$ cat src/rtl/spi_pkg.sv
// Shared definitions for the SPI stream controller: byte width and FSM state encoding.
package spi_pkg;

   localparam int BYTE_W = 8;

   typedef enum logic [2:0] {
      ST_IDLE,
      ST_ISSUE,
      ST_WAIT_BUSY,
      ST_WAIT_DONE,
      ST_GAP
   } state_t;

endpackage

$ cat src/rtl/spi_sync_fifo.sv
// Single-clock FIFO with registered full/empty flags and an occupancy count.
// Push while full and pop while empty are ignored; full is judged before any same-cycle pop.
module spi_sync_fifo #(
   parameter int WIDTH = 8,
   parameter int DEPTH = 16
) (
   input  logic                     clk,
   input  logic                     reset,
   input  logic                     push,
   input  logic [WIDTH-1:0]         push_data,
   input  logic                     pop,
   output logic [WIDTH-1:0]         pop_data,
   output logic                     full,
   output logic                     empty,
   output logic [$clog2(DEPTH):0]   level
);

   localparam int AW = $clog2(DEPTH);

   logic [WIDTH-1:0] mem [DEPTH];
   logic [AW-1:0]    wr_ptr;
   logic [AW-1:0]    rd_ptr;
   logic [AW:0]      count_nxt;
   logic             do_push;
   logic             do_pop;

   assign do_push  = push && !full;
   assign do_pop   = pop && !empty;
   assign pop_data = mem[rd_ptr];

   always_comb begin
      count_nxt = level;
      if (do_push && !do_pop)
         count_nxt = level + (AW+1)'(1);
      else if (!do_push && do_pop)
         count_nxt = level - (AW+1)'(1);
   end

   always_ff @(posedge clk or posedge reset) begin
      if (reset) begin
         wr_ptr <= '0;
         rd_ptr <= '0;
         level  <= '0;
         full   <= 1'b0;
         empty  <= 1'b1;
      end else begin
         if (do_push)
            wr_ptr <= wr_ptr + AW'(1);
         if (do_pop)
            rd_ptr <= rd_ptr + AW'(1);
         level <= count_nxt;
         full  <= (count_nxt == (AW+1)'(DEPTH));
         empty <= (count_nxt == '0);
      end
   end

   // Storage carries data only, so it is left out of reset.
   always_ff @(posedge clk) begin
      if (do_push)
         mem[wr_ptr] <= push_data;
   end

endmodule

$ cat src/rtl/spi_stream_ctrl.sv
// Streams bytes from a TX FIFO into the SPI byte master and collects received bytes into an RX FIFO.
// Build option: define SPI_STREAM_RX_FIFO_EN to include the RX FIFO; without it the block is transmit-only.
module spi_stream_ctrl
   import spi_pkg::*;
#(
   parameter int TX_DEPTH   = 16,
   parameter int RX_DEPTH   = 16,
   parameter int GAP_CYCLES = 2
) (
   input  logic                        P_clk,
   input  logic                        reset,
   input  logic [BYTE_W-1:0]           s_data,
   input  logic                        s_valid,
   output logic                        s_ready,
   output logic [BYTE_W-1:0]           m_data,
   output logic                        m_valid,
   input  logic                        m_ready,
   output logic [BYTE_W-1:0]           spi_tx_data,
   output logic                        spi_tx_dv,
   input  logic                        spi_tx_ready,
   input  logic [BYTE_W-1:0]           spi_rx_data,
   input  logic                        spi_rx_dv,
   output logic [$clog2(TX_DEPTH):0]   tx_level,
   output logic [$clog2(RX_DEPTH):0]   rx_level,
   output logic                        rx_overflow,
   output logic                        busy
);

   localparam int GW = (GAP_CYCLES > 1) ? $clog2(GAP_CYCLES) : 1;

   state_t            state;
   state_t            state_nxt;
   logic [GW-1:0]     gap_cnt;
   logic [GW-1:0]     gap_nxt;
   logic              tx_full;
   logic              tx_empty;
   logic              tx_pop;
   logic [BYTE_W-1:0] tx_head;

   assign s_ready = !tx_full;
   assign busy    = (state != ST_IDLE) || !tx_empty;

   spi_sync_fifo #(
      .WIDTH (BYTE_W),
      .DEPTH (TX_DEPTH)
   ) u_tx_fifo (
      .clk       (P_clk),
      .reset     (reset),
      .push      (s_valid),
      .push_data (s_data),
      .pop       (tx_pop),
      .pop_data  (tx_head),
      .full      (tx_full),
      .empty     (tx_empty),
      .level     (tx_level)
   );

   always_comb begin
      state_nxt = state;
      gap_nxt   = gap_cnt;
      tx_pop    = 1'b0;
      case (state)
         ST_IDLE: begin
            if (!tx_empty && spi_tx_ready) begin
               tx_pop    = 1'b1;
               state_nxt = ST_ISSUE;
            end
         end
         ST_ISSUE:     state_nxt = ST_WAIT_BUSY;
         ST_WAIT_BUSY: if (!spi_tx_ready) state_nxt = ST_WAIT_DONE;
         ST_WAIT_DONE: begin
            if (spi_tx_ready) begin
               if (GAP_CYCLES > 0) begin
                  state_nxt = ST_GAP;
                  gap_nxt   = GW'(GAP_CYCLES - 1);
               end else begin
                  state_nxt = ST_IDLE;
               end
            end
         end
         ST_GAP: begin
            if (gap_cnt == '0)
               state_nxt = ST_IDLE;
            else
               gap_nxt = gap_cnt - GW'(1);
         end
         default: state_nxt = ST_IDLE;
      endcase
   end

   // The DV pulse is the registered image of ISSUE, so it lands two edges after the write.
   always_ff @(posedge P_clk or posedge reset) begin
      if (reset) begin
         state       <= ST_IDLE;
         gap_cnt     <= '0;
         spi_tx_dv   <= 1'b0;
         spi_tx_data <= '0;
      end else begin
         state     <= state_nxt;
         gap_cnt   <= gap_nxt;
         spi_tx_dv <= (state == ST_ISSUE);
         if (tx_pop)
            spi_tx_data <= tx_head;
      end
   end

`ifdef SPI_STREAM_RX_FIFO_EN
   logic              rx_full;
   logic              rx_empty;
   logic [BYTE_W-1:0] rx_head;

   spi_sync_fifo #(
      .WIDTH (BYTE_W),
      .DEPTH (RX_DEPTH)
   ) u_rx_fifo (
      .clk       (P_clk),
      .reset     (reset),
      .push      (spi_rx_dv),
      .push_data (spi_rx_data),
      .pop       (m_ready),
      .pop_data  (rx_head),
      .full      (rx_full),
      .empty     (rx_empty),
      .level     (rx_level)
   );

   assign m_valid = !rx_empty;
   assign m_data  = rx_empty ? '0 : rx_head;

   always_ff @(posedge P_clk or posedge reset) begin
      if (reset)
         rx_overflow <= 1'b0;
      else if (spi_rx_dv && rx_full)
         rx_overflow <= 1'b1;
   end
`else
   logic unused_rx;

   assign unused_rx   = ^{spi_rx_data, spi_rx_dv, m_ready};
   assign m_valid     = 1'b0;
   assign m_data      = '0;
   assign rx_level    = '0;
   assign rx_overflow = 1'b0;
`endif

endmodule

$ cat config.mk
export PLATFORM = sky130hd
export DESIGN_NAME = spi_stream_ctrl
export DESIGN_NICKNAME = d
export VERILOG_FILES = /design/src/rtl/spi_pkg.sv /design/src/rtl/spi_sync_fifo.sv /design/src/rtl/spi_stream_ctrl.sv
export SDC_FILE = /design/constraint.sdc
export NUM_CORES = 1
export LEC_CHECK = 0
export CORE_MARGIN = 2
export CORE_UTILIZATION = 49
export DETAILED_ROUTE_END_ITERATION = 8
export PLACE_DENSITY_LB_ADDON = 0.12
export SETUP_SLACK_MARGIN = 0.15
export SYNTH_ARGS = -nofsm -noshare
export SYNTH_HDL_FRONTEND = slang
export SYNTH_SLANG_ARGS = --single-unit
$ cat constraint.sdc
create_clock -name P_clk -period 6.75 [get_ports P_clk]
set_input_delay 1.0125 -clock P_clk [delete_from_list [all_inputs] [get_ports P_clk]]
set_output_delay 1.0125 -clock P_clk [all_outputs]
set_load 0.1 [all_outputs]
---- Word-level counts from Yosys, hierarchy flattened ----
Memories as Yosys holds them, arrays and structs flattened. A register that Yosys moved wholly into a read port is not among the register bits.
Index checks and enable logic that the tools add are counted.
storage, ports and cells
  memory bits (writable) .................. 128
  bits in registers ....................... 20
  output and inout port bits .............. 31
  memories ................................ 1
  bits of input ports ..................... 22
  logic and storage cells ................. 53
memories
  memory         depth  width  read ports  clocked after Yosys merged registers in  wr ports  line                 text
  u_tx_fifo.mem  16     8      1           1                                        1         spi_sync_fifo.sv:20  logic [WIDTH-1:0] mem [DEPTH];
operators by class
  equality and inequality tests ........... 9
  reduce and logical (&&, ||, !) cells .... 16
  $add $sub $neg .......................... 5
  multiplexer cells ....................... 14
operators by type and width
  operator                                                               number
  3-bit case mux with 5 select lines                                     1
  3-bit two-way mux                                                      4
  5-bit two-way mux                                                      2
  4-bit by 1-bit adder with 4-bit output, second input constant          2
  2-bit != test, second input constant                                   4
  3-bit by 2-bit equality test with 1-bit output, second input constant  2
  1-bit two-way mux                                                      6
  5-bit by 1-bit adder with 5-bit output, second input constant          1
  5-bit equality test, second input constant                             1
  1-bit logical AND                                                      5
  5-bit logical NOT                                                      1
  5-bit by 1-bit subtractor with 5-bit output, second input constant     1
  1-bit logical NOT                                                      4
  4-bit AND reduction                                                    1
  3-bit by 1-bit equality test with 1-bit output, second input constant  1
  3-bit equality test, second input constant                             1
  3-bit logical NOT                                                      1
  3-bit nonzero test                                                     1
  1-bit case mux with 2 select lines                                     1
  2-bit AND reduction                                                    1
  2-bit nonzero test                                                     1
  1-bit logical OR                                                       1
  1-bit subtractor, second input constant                                1

---- Longest topological paths before layout ----
Gate-level depths: netlist of the first run.
  word-level depth ........................ 9
  depth in mapped cells ................... 7
  gate-level depth less buffers ........... 7

---- Modules after synthesis ----
Synthesis of the first run repeated with hierarchy kept, for this count alone.
second synthesis, totals
  cell total of the unflattened synthesis .. 360
  area total of the unflattened synthesis .. 6488.7 µm²
by module, submodules not included
  module           area an instance (µm²)  times used  sequential area each (µm²)  cells each
  spi_sync_fifo    5818.1                  1           4220.3                      302
  spi_stream_ctrl  670.6                   1           325.3                       58

---- Worst setup path after synthesis of the first run ----
No wires, ideal clock.
  path type ............................... input to register
  from .................................... in s_valid
  to ...................................... mem u_tx_fifo.mem[3][0] (enable)
  arrival ................................. 2.409 ns
  stages .................................. 4
  setup time .............................. 0.383 ns
  required time ........................... 6.367 ns
  buffers on the path ..................... 1
  slack ................................... 3.958 ns
  cell sequence ........................... nor2b_1 clkbuf_1 nand2_1 nor3_1
between the ends
  longest elaborated chain between the ends .. 3
ends and longest elaborated chain
  element                                  line                   text
  from (decl)                              spi_stream_ctrl.sv:13  input logic s_valid,
  1-bit logical AND                        spi_sync_fifo.sv:27    assign do_push = push && !full;
  1-bit two-way mux                        spi_sync_fifo.sv:59    if (do_push)
  1-bit two-way mux (not written as such)  spi_sync_fifo.sv:60    mem[wr_ptr] <= push_data;
  to (decl)                                spi_sync_fifo.sv:20
Every way passes these cells.

---- Worst setup path in the final report of the first run ----
  from .................................... reg state[2]
  to ...................................... out busy
between the ends
  longest elaborated chain between the ends .. 2
ends and longest elaborated chain
  element                 line                   text
  from (decl)             spi_stream_ctrl.sv:31  state_t state;
  from (signal assigned)  spi_stream_ctrl.sv:99  state <= state_nxt;
  3-bit nonzero test      spi_stream_ctrl.sv:41  assign busy = (state != ST_IDLE) || !tx_empty;
  1-bit logical OR        spi_stream_ctrl.sv:41
  to (decl)               spi_stream_ctrl.sv:26  output logic busy
Every way passes these cells.

==> results of run 1 <==
## through the flow
| step | instances | power [mW] | hold slack (ps) |
|---|---|---|---|
| 5_1_grt | 567 | 3.57 | 567 |
| 2_1_floorplan | 366 | 2.29 | 487 |
| 3_5_place_dp | 536 | 2.59 | 518 |
| 6_report | 567 | 3.41 | 541 |
| 3_3_place_gp | 536 | 2.56 | 518 |
| 4_1_cts | 567 | 3.45 | 540 |
## how the worst min path moves through the flow
stage,start,endpoint,slack [ps],depth (start not counted)
finish,gap_cnt,gap_cnt,540,2
CTS,gap_cnt,gap_cnt,540,2
global route,spi_tx_data[0],spi_tx_data[0],570,2
floorplan,gap_cnt,gap_cnt,490,2
global placement,gap_cnt,gap_cnt,520,2
detailed placement,gap_cnt,gap_cnt,520,2
## placed cells by master (no fill, tap or decap), types with 3 or more instances in the layout
| cell type | count |
|---|---|
| xor2_1 | 3 |
| a31oi_1 | 7 |
| clkbuf_1 | 3 |
| edfxtp_1 | 128 |
| xnor2_1 | 7 |
| clkinv_1 | 3 |
| clkdlybuf4s50_1 | 27 |
| mux2_2 | 9 |
| dfrtp_1 | 26 |
| nand2_1 | 13 |
| o22ai_1 | 7 |
| nor3_2 | 4 |
| clkbuf_16 | 17 |
| nor2_1 | 17 |
| buf_4 | 4 |
| mux4_2 | 32 |
| o21ai_0 | 7 |
| mux2i_1 | 9 |
| conb_1 | 15 |
| inv_1 | 8 |
| nand3_1 | 5 |
| ha_1 | 7 |
| nor3_1 | 3 |
| nand2b_1 | 4 |
## layer usage
layer / GRT usage / vias to the layer above / share of wire
met5: 0 / - / 0
met3: 0.0484 / 4 / 0.059
met1: 0.248 / 1617 / 0.43
li1: - / 1408 / -
met4: 0.0730 / 0 / 0.0046
met2: 0.300 / 82 / 0.50
## flip-flops by register name, indices dropped and copies added, names as in the netlist
signal            count
gap_cnt               1
spi_tx_data           8
spi_tx_dv             1
state                 3
u_tx_fifo.empty       1
u_tx_fifo.full        1
u_tx_fifo.level       5
u_tx_fifo.mem       128
u_tx_fifo.rd_ptr      4
u_tx_fifo.wr_ptr      4
## cell type report
type / count / share of cell area
sequential: 156 / 0.625
multi-input combinational: 169 / 0.227
clock buffer: 20 / 0.0600
timing repair buffer: 31 / 0.0412
tap: 172 / 0.0296
clock inverter: 11 / 0.0132
inverter: 8 / 0.00412
## kinds of logic after synthesis
family	synth area share
xor gates and xnor gates	0.0138
buffers and inverters	0.0349
and+or+nand+nor	0.0479
DFF	0.716
other	0.000591
AOI/OAI and AO/OA	0.0296
adders and majority gates	0.0138
muxes	0.144
## power groups by stage
stage	Clock (mW)	Sequential [mW]	Combinational, mW
final	0.861	1.37	1.18
after global routing	0.923	1.39	1.26
after CTS	0.880	1.37	1.20
after detailed placement	0	1.39	1.19
after global placement	0	1.38	1.18
after floorplan	0	1.58	0.712
## worst max-delay path: cells and delay by family, from the launching register on
family	cells	cell delay (ps)
buffers and inverters	2	1270
and+or+nand+nor	1	90
DFF	1	610
==> impl_metrics.ini, run 1 <==
[sta]
fin_crit_ps = 3400
timing.fmax_ghz = 0.294
layout_setup_ws_ps = 3350
relSlewSlack = 0.272
worstMarginPinSlew_ps = 1090
setup_viol = 0
final.period_utilization = 0.504
slew_viol_final = 0
grt_setup_unrepaired = no
finalSetupTns_ps = 0
skew_ps = 19.0
finalHoldViolCount = 0

[logic_synthesis]
synth-edff-count = 128
seq_area_frac_synth = 0.716
syn_area_um2 = 6350
postSynth.asyncResetShare = 0.179
synth_top_area_cell = edfxtp_1
synth-seq-cells = 156
synth.most_common_cell = edfxtp_1
syn_inst = 352
ys_top_cells_by_area = edfxtp_1 61%, mux4_2 11%, dfrtp_1 11%
synthDominantCellAreaShare = 0.605
synth_flop_cell = edfxtp_1
syn_area_per_cell_um2 = 18.0
synth_common_cells = 128 x edfxtp_1, 32 x mux4_2, 27 x dfrtp_1, 17 x nor2_1, 15 x buf_4
yosysWarnings = 0
yosysUniqueCellTypes = 39

[route]
wl_um = 12000
vias_per_cell = 5.49
drt_iter0_drc = 252
wl_per_cell_um = 21.1
drt.antenna.violating_nets = 0
dr.pass1.iters = 4
vias = 3111
drc = 0

[floorplan]
rows = 41
die_h_um = 118
die_w_um = 118
die_area_um2 = 13900
start_util = 0.503
io_pins = 53
core-area_um2 = 12600

[min_path]
hold_class = flip-flop to flip-flop

[cells_and_area]
utilization = 0.577
layout.nets = 412
area_growth_pct = 14.7
ff_latch_area_um2 = 4550
antenna_cells = 0
multi_input_area_um2 = 1660
layout-drive-gt1-share = 0.208
num-fill-cells = 994
fin_area_um2 = 7280

[clock_tree]
hold_buffers = 0
h-tree-depth = 4
clkTransAtPathRegs_ps = 60
cts_tree = done
clk-insertion-delay-late_ps = 420
cts.path.max_buffers = 2
clock-sinks = 156
cts_resized = 0
cts_buffers = 17
cts_root_buf = clkbuf_16
post_cts_buffers = 0

[grt]
grtUsageTotal = 0.187
grt_start_max_net_pins = 36
grt_pass1_wl_um = 18700
antenna_found_initial = 0
overflow = 0
grt_pass1_vias = 3195

[power_and_ir_drop]
power_frac_clock = 0.253
seq_power_share = 0.401
power.switching_mw = 1.26
leakage_nw = 2.46
p_per_area_nw_per_um2 = 468
pwr-share-comb = 0.346
internal_power_mw = 2.14
ir_drop_uv = 222
netSwitchingFraction = 0.371

[setup_path]
cp-end-kind = output port
reg2reg_depth = 5
critPathRequiredTime_ps = 5740
ff2ff_setup_slack_ps = 4010
cp.arrival_ps = 2390
rr_endpoint = u_tx_fifo.full
critical_path.max_fanout = 10
cp_slowest_stage_delay_ps = 1130
crit_slowest_cell = clkdlybuf4s50_1
crit_end = busy
crit_chain = inv_1 > nand3_1 > clkdlybuf4s50_1
crit_type = flip-flop to output port
critPathLaunchType = flip-flop
cp-startpoint = state[2]
worstReg2RegStart = state[1]

[placement]
hpwl_um = 7290
place_ws_ps = 2990
gp_congestion = 0.778
dpl_cell_area_um2 = 6750
portBuffers = 27

[run_status]
status = finished clean

[flow_run]
maxCapViolCount = 0
(Power assumes the default switching activity.)
==> run 2: changes to the inputs <==
Clock period 6.75 ns to 3.32 ns, I/O delays scaled along.
==> run 2 against run 1 <==
- critical path depth is 2 lower
- global-route usage is 0.73 points lower
- count of clock-buffer cells in the layout is 8 higher
- critical path type unchanged
- highest routed layer unchanged
==> impl_metrics.ini, run 2 (same netlist as run 1, synthesis figures left out) <==
[run_status]
status = finished clean

[route]
wl_per_cell_um = 20.0
wl_um = 11700
dr.pass1.iters = 4
drc = 0
vias_per_cell = 5.42
vias = 3176
drt.antenna.violating_nets = 0
drt_iter0_drc = 255

[cells_and_area]
utilization = 0.585
final_cell_mix = 128 x edfxtp_1, 32 x mux4_2, 26 x dfrtp_1, 24 x clkdlybuf4s50_1, 24 x buf_4
largest_reg_flops = 128
regMostFlops = u_tx_fifo.mem
layout_commonest_cell = edfxtp_1
antenna_cells = 0
layout.nets = 430
instances_no_fill = 586
reg_top3 = u_tx_fifo.mem (128), spi_tx_data (8), u_tx_fifo.level (5)
fin_area_um2 = 7380
layout-drive-gt1-share = 0.229
num-fill-cells = 967
area_growth_pct = 16.2

[clock_tree]
cts_resized = 0
post_cts_buffers = 0
cts_buffers = 17
h-tree-depth = 4
cts_root_buf = clkbuf_16
clkTransAtPathRegs_ps = 50
clock-sinks = 156
clk-insertion-delay-late_ps = 410
hold_buffers = 0
cts.path.max_buffers = 2
cts_tree = done

[floorplan]
die_area_um2 = 13900
rows = 41
core-area_um2 = 12600
io_pins = 53
start_util = 0.503
die_h_um = 118
die_w_um = 118

[min_path]
hold_class = input pin to async pin

[sta]
slew_viol_final = 0
timing.fmax_ghz = 0.400
setup_viol = 0
grt_setup_unrepaired = no
final.period_utilization = 0.753
layout_setup_ws_ps = 820
worstMarginPinSlew_ps = 981
finalSetupTns_ps = 0
skew_ps = 5.63
fin_crit_ps = 2500
finalHoldViolCount = 0
relSlewSlack = 0.344

[setup_path]
cp-startpoint = u_tx_fifo.level[2]
cp.arrival_ps = 2000
cp.buffers_inverters = 1
crit_chain = clkdlybuf4s50_1
crit_slowest_cell = clkdlybuf4s50_1
cp_slowest_stage_delay_ps = 1160
reg2reg_depth = 5
critical_path.max_fanout = 6
critPathRequiredTime_ps = 2820
crit_type = flip-flop to output port
worstReg2RegStart = state[1]
path_delay_family = buffers and inverters
cp-end-kind = output port
critPathLaunchType = flip-flop
crit_cells = 1

[grt]
grtUsageTotal = 0.180
overflow = 0
grt_start_max_net_pins = 29
grt_pass1_vias = 3126
grt_pass1_wl_um = 18000
antenna_found_initial = 0

[placement]
hpwl_um = 7350
dpl.cell_count = 554
dpl_cell_area_um2 = 6870
gp_congestion = 0.772
place_ws_ps = 654
portBuffers = 27

[flow_run]
maxCapViolCount = 0

[power_and_ir_drop]
ir_drop_uv = 489
leakage_nw = 2.55
p_per_area_nw_per_um2 = 939
[run 2: cell types whose count changed in the layout (fill, tap and decap cells not counted), moves of 3 or more]
cell	delta
buf_4	+20
clkbuf_1	+8
nor3_1	+4
nor3_2	-4
clkdlybuf4s50_1	-3
clkinv_1	-3
[run 2: path summary, 6_finish.rpt]
check / end / slack (ps)
hold reg to reg: gap_cnt / 540
hold / removal: gap_cnt / 480
setup / recovery: tx_level[2] / 820
max in group asynchronous: u_tx_fifo.empty / 2520
setup reg to reg: u_tx_fifo.full / 1170
min in group P_clk: gap_cnt / 540
[run 2: stage by stage]
stage	power, mW	hold WS, ps
floorplan	4.65	487
global placement	5.26	500
detailed placement	5.29	521
CTS	7.01	463
global route	7.25	515
finish	6.93	480
[run 2: where the power goes]
group / switching (mW) / internal (mW) / leakage [nW]
Combinational: 1.51 / 0.941 / 0.817
Sequential: 0.341 / 2.45 / 1.48
Clock: 0.667 / 1.03 / 0.248
Total: 2.51 / 4.41 / 2.55
[run 2: layer usage]
metal | track usage | up-vias | wire length [µm]
met5 | 0 | - | 0
met3 | 0.0446 | 8 | 507
met2 | 0.288 | 80 | 5910
li1 | - | 1447 | -
met1 | 0.240 | 1641 | 5170
met4 | 0.0700 | 0 | 103
[run 2: cell type report]
type	count	area (µm²)	area share
Inverter	8	30.0	0.00407
Timing Repair Buffer	49	440	0.0597
Clock buffer	28	467	0.0632
Sequential cell	156	4550	0.616
Clock inverter	4	45.0	0.00610
Multi-Input combinational cell	169	1640	0.222
Tap cell	172	215	0.0292
[run 2: worst reg2reg max path: stages (launching register included)]
cell	delay, ps
dfrtp_1	440
or4b_4	630
nor3_4	320
nor3_1	80
a211oi_1	440
nor4_1	100
==> run 3: changes to the inputs <==
Clock period 3.32 ns to 2.49 ns, I/O delays scaled along.
==> run 3 against run 2 <==
- sequential power increased by 29%
- routed wire length decreased by 0.89%
- combinational power increased by 39%
- count of clock-buffer cells in the layout decreased by 10
- worst hold slack got worse by 140 ps
- cell area increased by 0.75%
- register-to-register slack got worse by 730 ps
- setup slack got worse by 380 ps
- clock skew increased by 0.73 ps
- largest power group unchanged
==> impl_metrics.ini, run 3 (same netlist as run 1, synthesis figures left out) <==
[floorplan]
start_util = 0.503
core-area_um2 = 12600
rows = 41
die_area_um2 = 13900
io_pins = 53
die_w_um = 118
die_h_um = 118

[power_and_ir_drop]
internal_power_mw = 5.97
seq_power_share = 0.381
power_frac_clock = 0.257
pwr-share-comb = 0.362
p_per_area_nw_per_um2 = 1270
leakage_nw = 2.61
netSwitchingFraction = 0.366
ir_drop_uv = 699
power.switching_mw = 3.44

[setup_path]
crit_slowest_cell = or4b_4
critPathRequiredTime_ps = 2810
critPathLaunchType = flip-flop
crit_chain = or4b_4 > o21ai_4 > a2bb2oi_2 > xor2_1 > inv_1 > nor4_2
critical_path.max_fanout = 7
cp.arrival_ps = 2370
crit_type = flip-flop to flip-flop
cp_slowest_stage_delay_ps = 610
cp-end-kind = flip-flop

[placement]
portBuffers = 27
place_ws_ps = 68.6
hpwl_um = 7680
gp_congestion = 0.793
dpl.cell_count = 558

[route]
dr.pass1.iters = 6
drt_iter0_drc = 215
vias = 3178
wl_per_cell_um = 19.6
vias_per_cell = 5.39
drc = 0
drt.antenna.violating_nets = 0
wl_um = 11600

[sta]
timing.fmax_ghz = 0.488
skew_ps = 6.36
setup_viol = 0
fin_crit_ps = 2050
worstMarginPinSlew_ps = 571
finalHoldViolCount = 0
finalSetupTns_ps = 0
slew_viol_final = 0
relSlewSlack = 0.618
final.period_utilization = 0.823
grt_setup_unrepaired = no
layout_setup_ws_ps = 440

[cells_and_area]
regMostFlops = u_tx_fifo.mem
layout.nets = 434
layout_commonest_cell = edfxtp_1
reg_top3 = u_tx_fifo.mem (128), spi_tx_data (8), u_tx_fifo.level (5)
area_growth_pct = 17.1
layout-drive-gt1-share = 0.282
utilization = 0.589
antenna_cells = 0
instances_no_fill = 590
final_cell_mix = 128 x edfxtp_1, 40 x buf_4, 32 x mux4_2, 26 x dfrtp_1
largest_reg_flops = 128

[clock_tree]
post_cts_buffers = 0
h-tree-depth = 4
cts_buffers = 17
hold_buffers = 0
cts.path.max_buffers = 2
cts_resized = 0
clk-insertion-delay-late_ps = 410
clkTransAtPathRegs_ps = 60
clock-sinks = 156
cts_root_buf = clkbuf_16
cts_tree = done

[run_status]
status = finished clean

[grt]
antenna_found_initial = 0
grt_pass1_vias = 3294
grt_pass1_wl_um = 18300
grt_start_max_net_pins = 29
overflow = 0
grtUsageTotal = 0.180

[flow_run]
maxCapViolCount = 0

[min_path]
hold_class = input pin to async pin
run 3: worst max-delay path: cells and delay by family (launching register included):
| kind | cells | cell delay, ps |
|---|---|---|
| XOR/XNOR | 1 | 190 |
| flip-flops | 1 | 440 |
| AO/OA/AOI/OAI | 2 | 350 |
| AND/OR/NAND/NOR | 2 | 880 |
| buffers and inverters | 1 | 90 |
run 3: layout make-up:
| cell class | instances | area [µm²] |
|---|---|---|
| Clock buffer | 18 | 429 |
| Clock inverter | 14 | 128 |
| Fill cell | 955 | 5180 |
| Inverter | 8 | 30.0 |
| Multi-Input combinational cell | 169 | 1640 |
| Sequential cell | 156 | 4550 |
| Tap cell | 172 | 215 |
| Timing Repair Buffer | 53 | 450 |
run 3: power groups by stage:
| stage | Sequential (mW) | Combinational (mW) | Clock (mW) |
|---|---|---|---|
| floorplan | 4.27 | 1.93 | 0 |
| global placement | 3.62 | 3.40 | 0 |
| detailed placement | 3.64 | 3.44 | 0 |
| CTS | 3.59 | 3.46 | 2.47 |
| global route | 3.64 | 3.64 | 2.58 |
| finish | 3.59 | 3.41 | 2.42 |
run 3: worst paths after layout:
check	startpoint	endpoint	slack (ps)	cells after the start
min in group P_clk	gap_cnt	state[2]	530	2
worst max register to register	state[1]	u_tx_fifo.empty	440	6
worst max-delay path	state[1]	u_tx_fifo.empty	440	6
max in group asynchronous	reset	u_tx_fifo.empty	1840	3
worst min-delay path	reset	spi_tx_dv	340	3
worst min register to register	gap_cnt	state[2]	530	2
run 3: stage by stage:
step / hold WS, ps / instance area, µm² / power, mW
2_1_floorplan: 438 / 6400 / 6.20
3_3_place_gp: 505 / 6880 / 7.03
3_5_place_dp: 522 / 6880 / 7.08
4_1_cts: 330 / 7430 / 9.51
5_1_grt: 379 / 7430 / 9.85
6_report: 336 / 7430 / 9.42
run 3: layer usage:
metal	up-vias	wire, µm	track usage
met5	-	0	0
met4	0	94	0.0602
met3	10	518	0.0504
met2	95	5810	0.291
met1	1620	5170	0.238
li1	1453	-	-
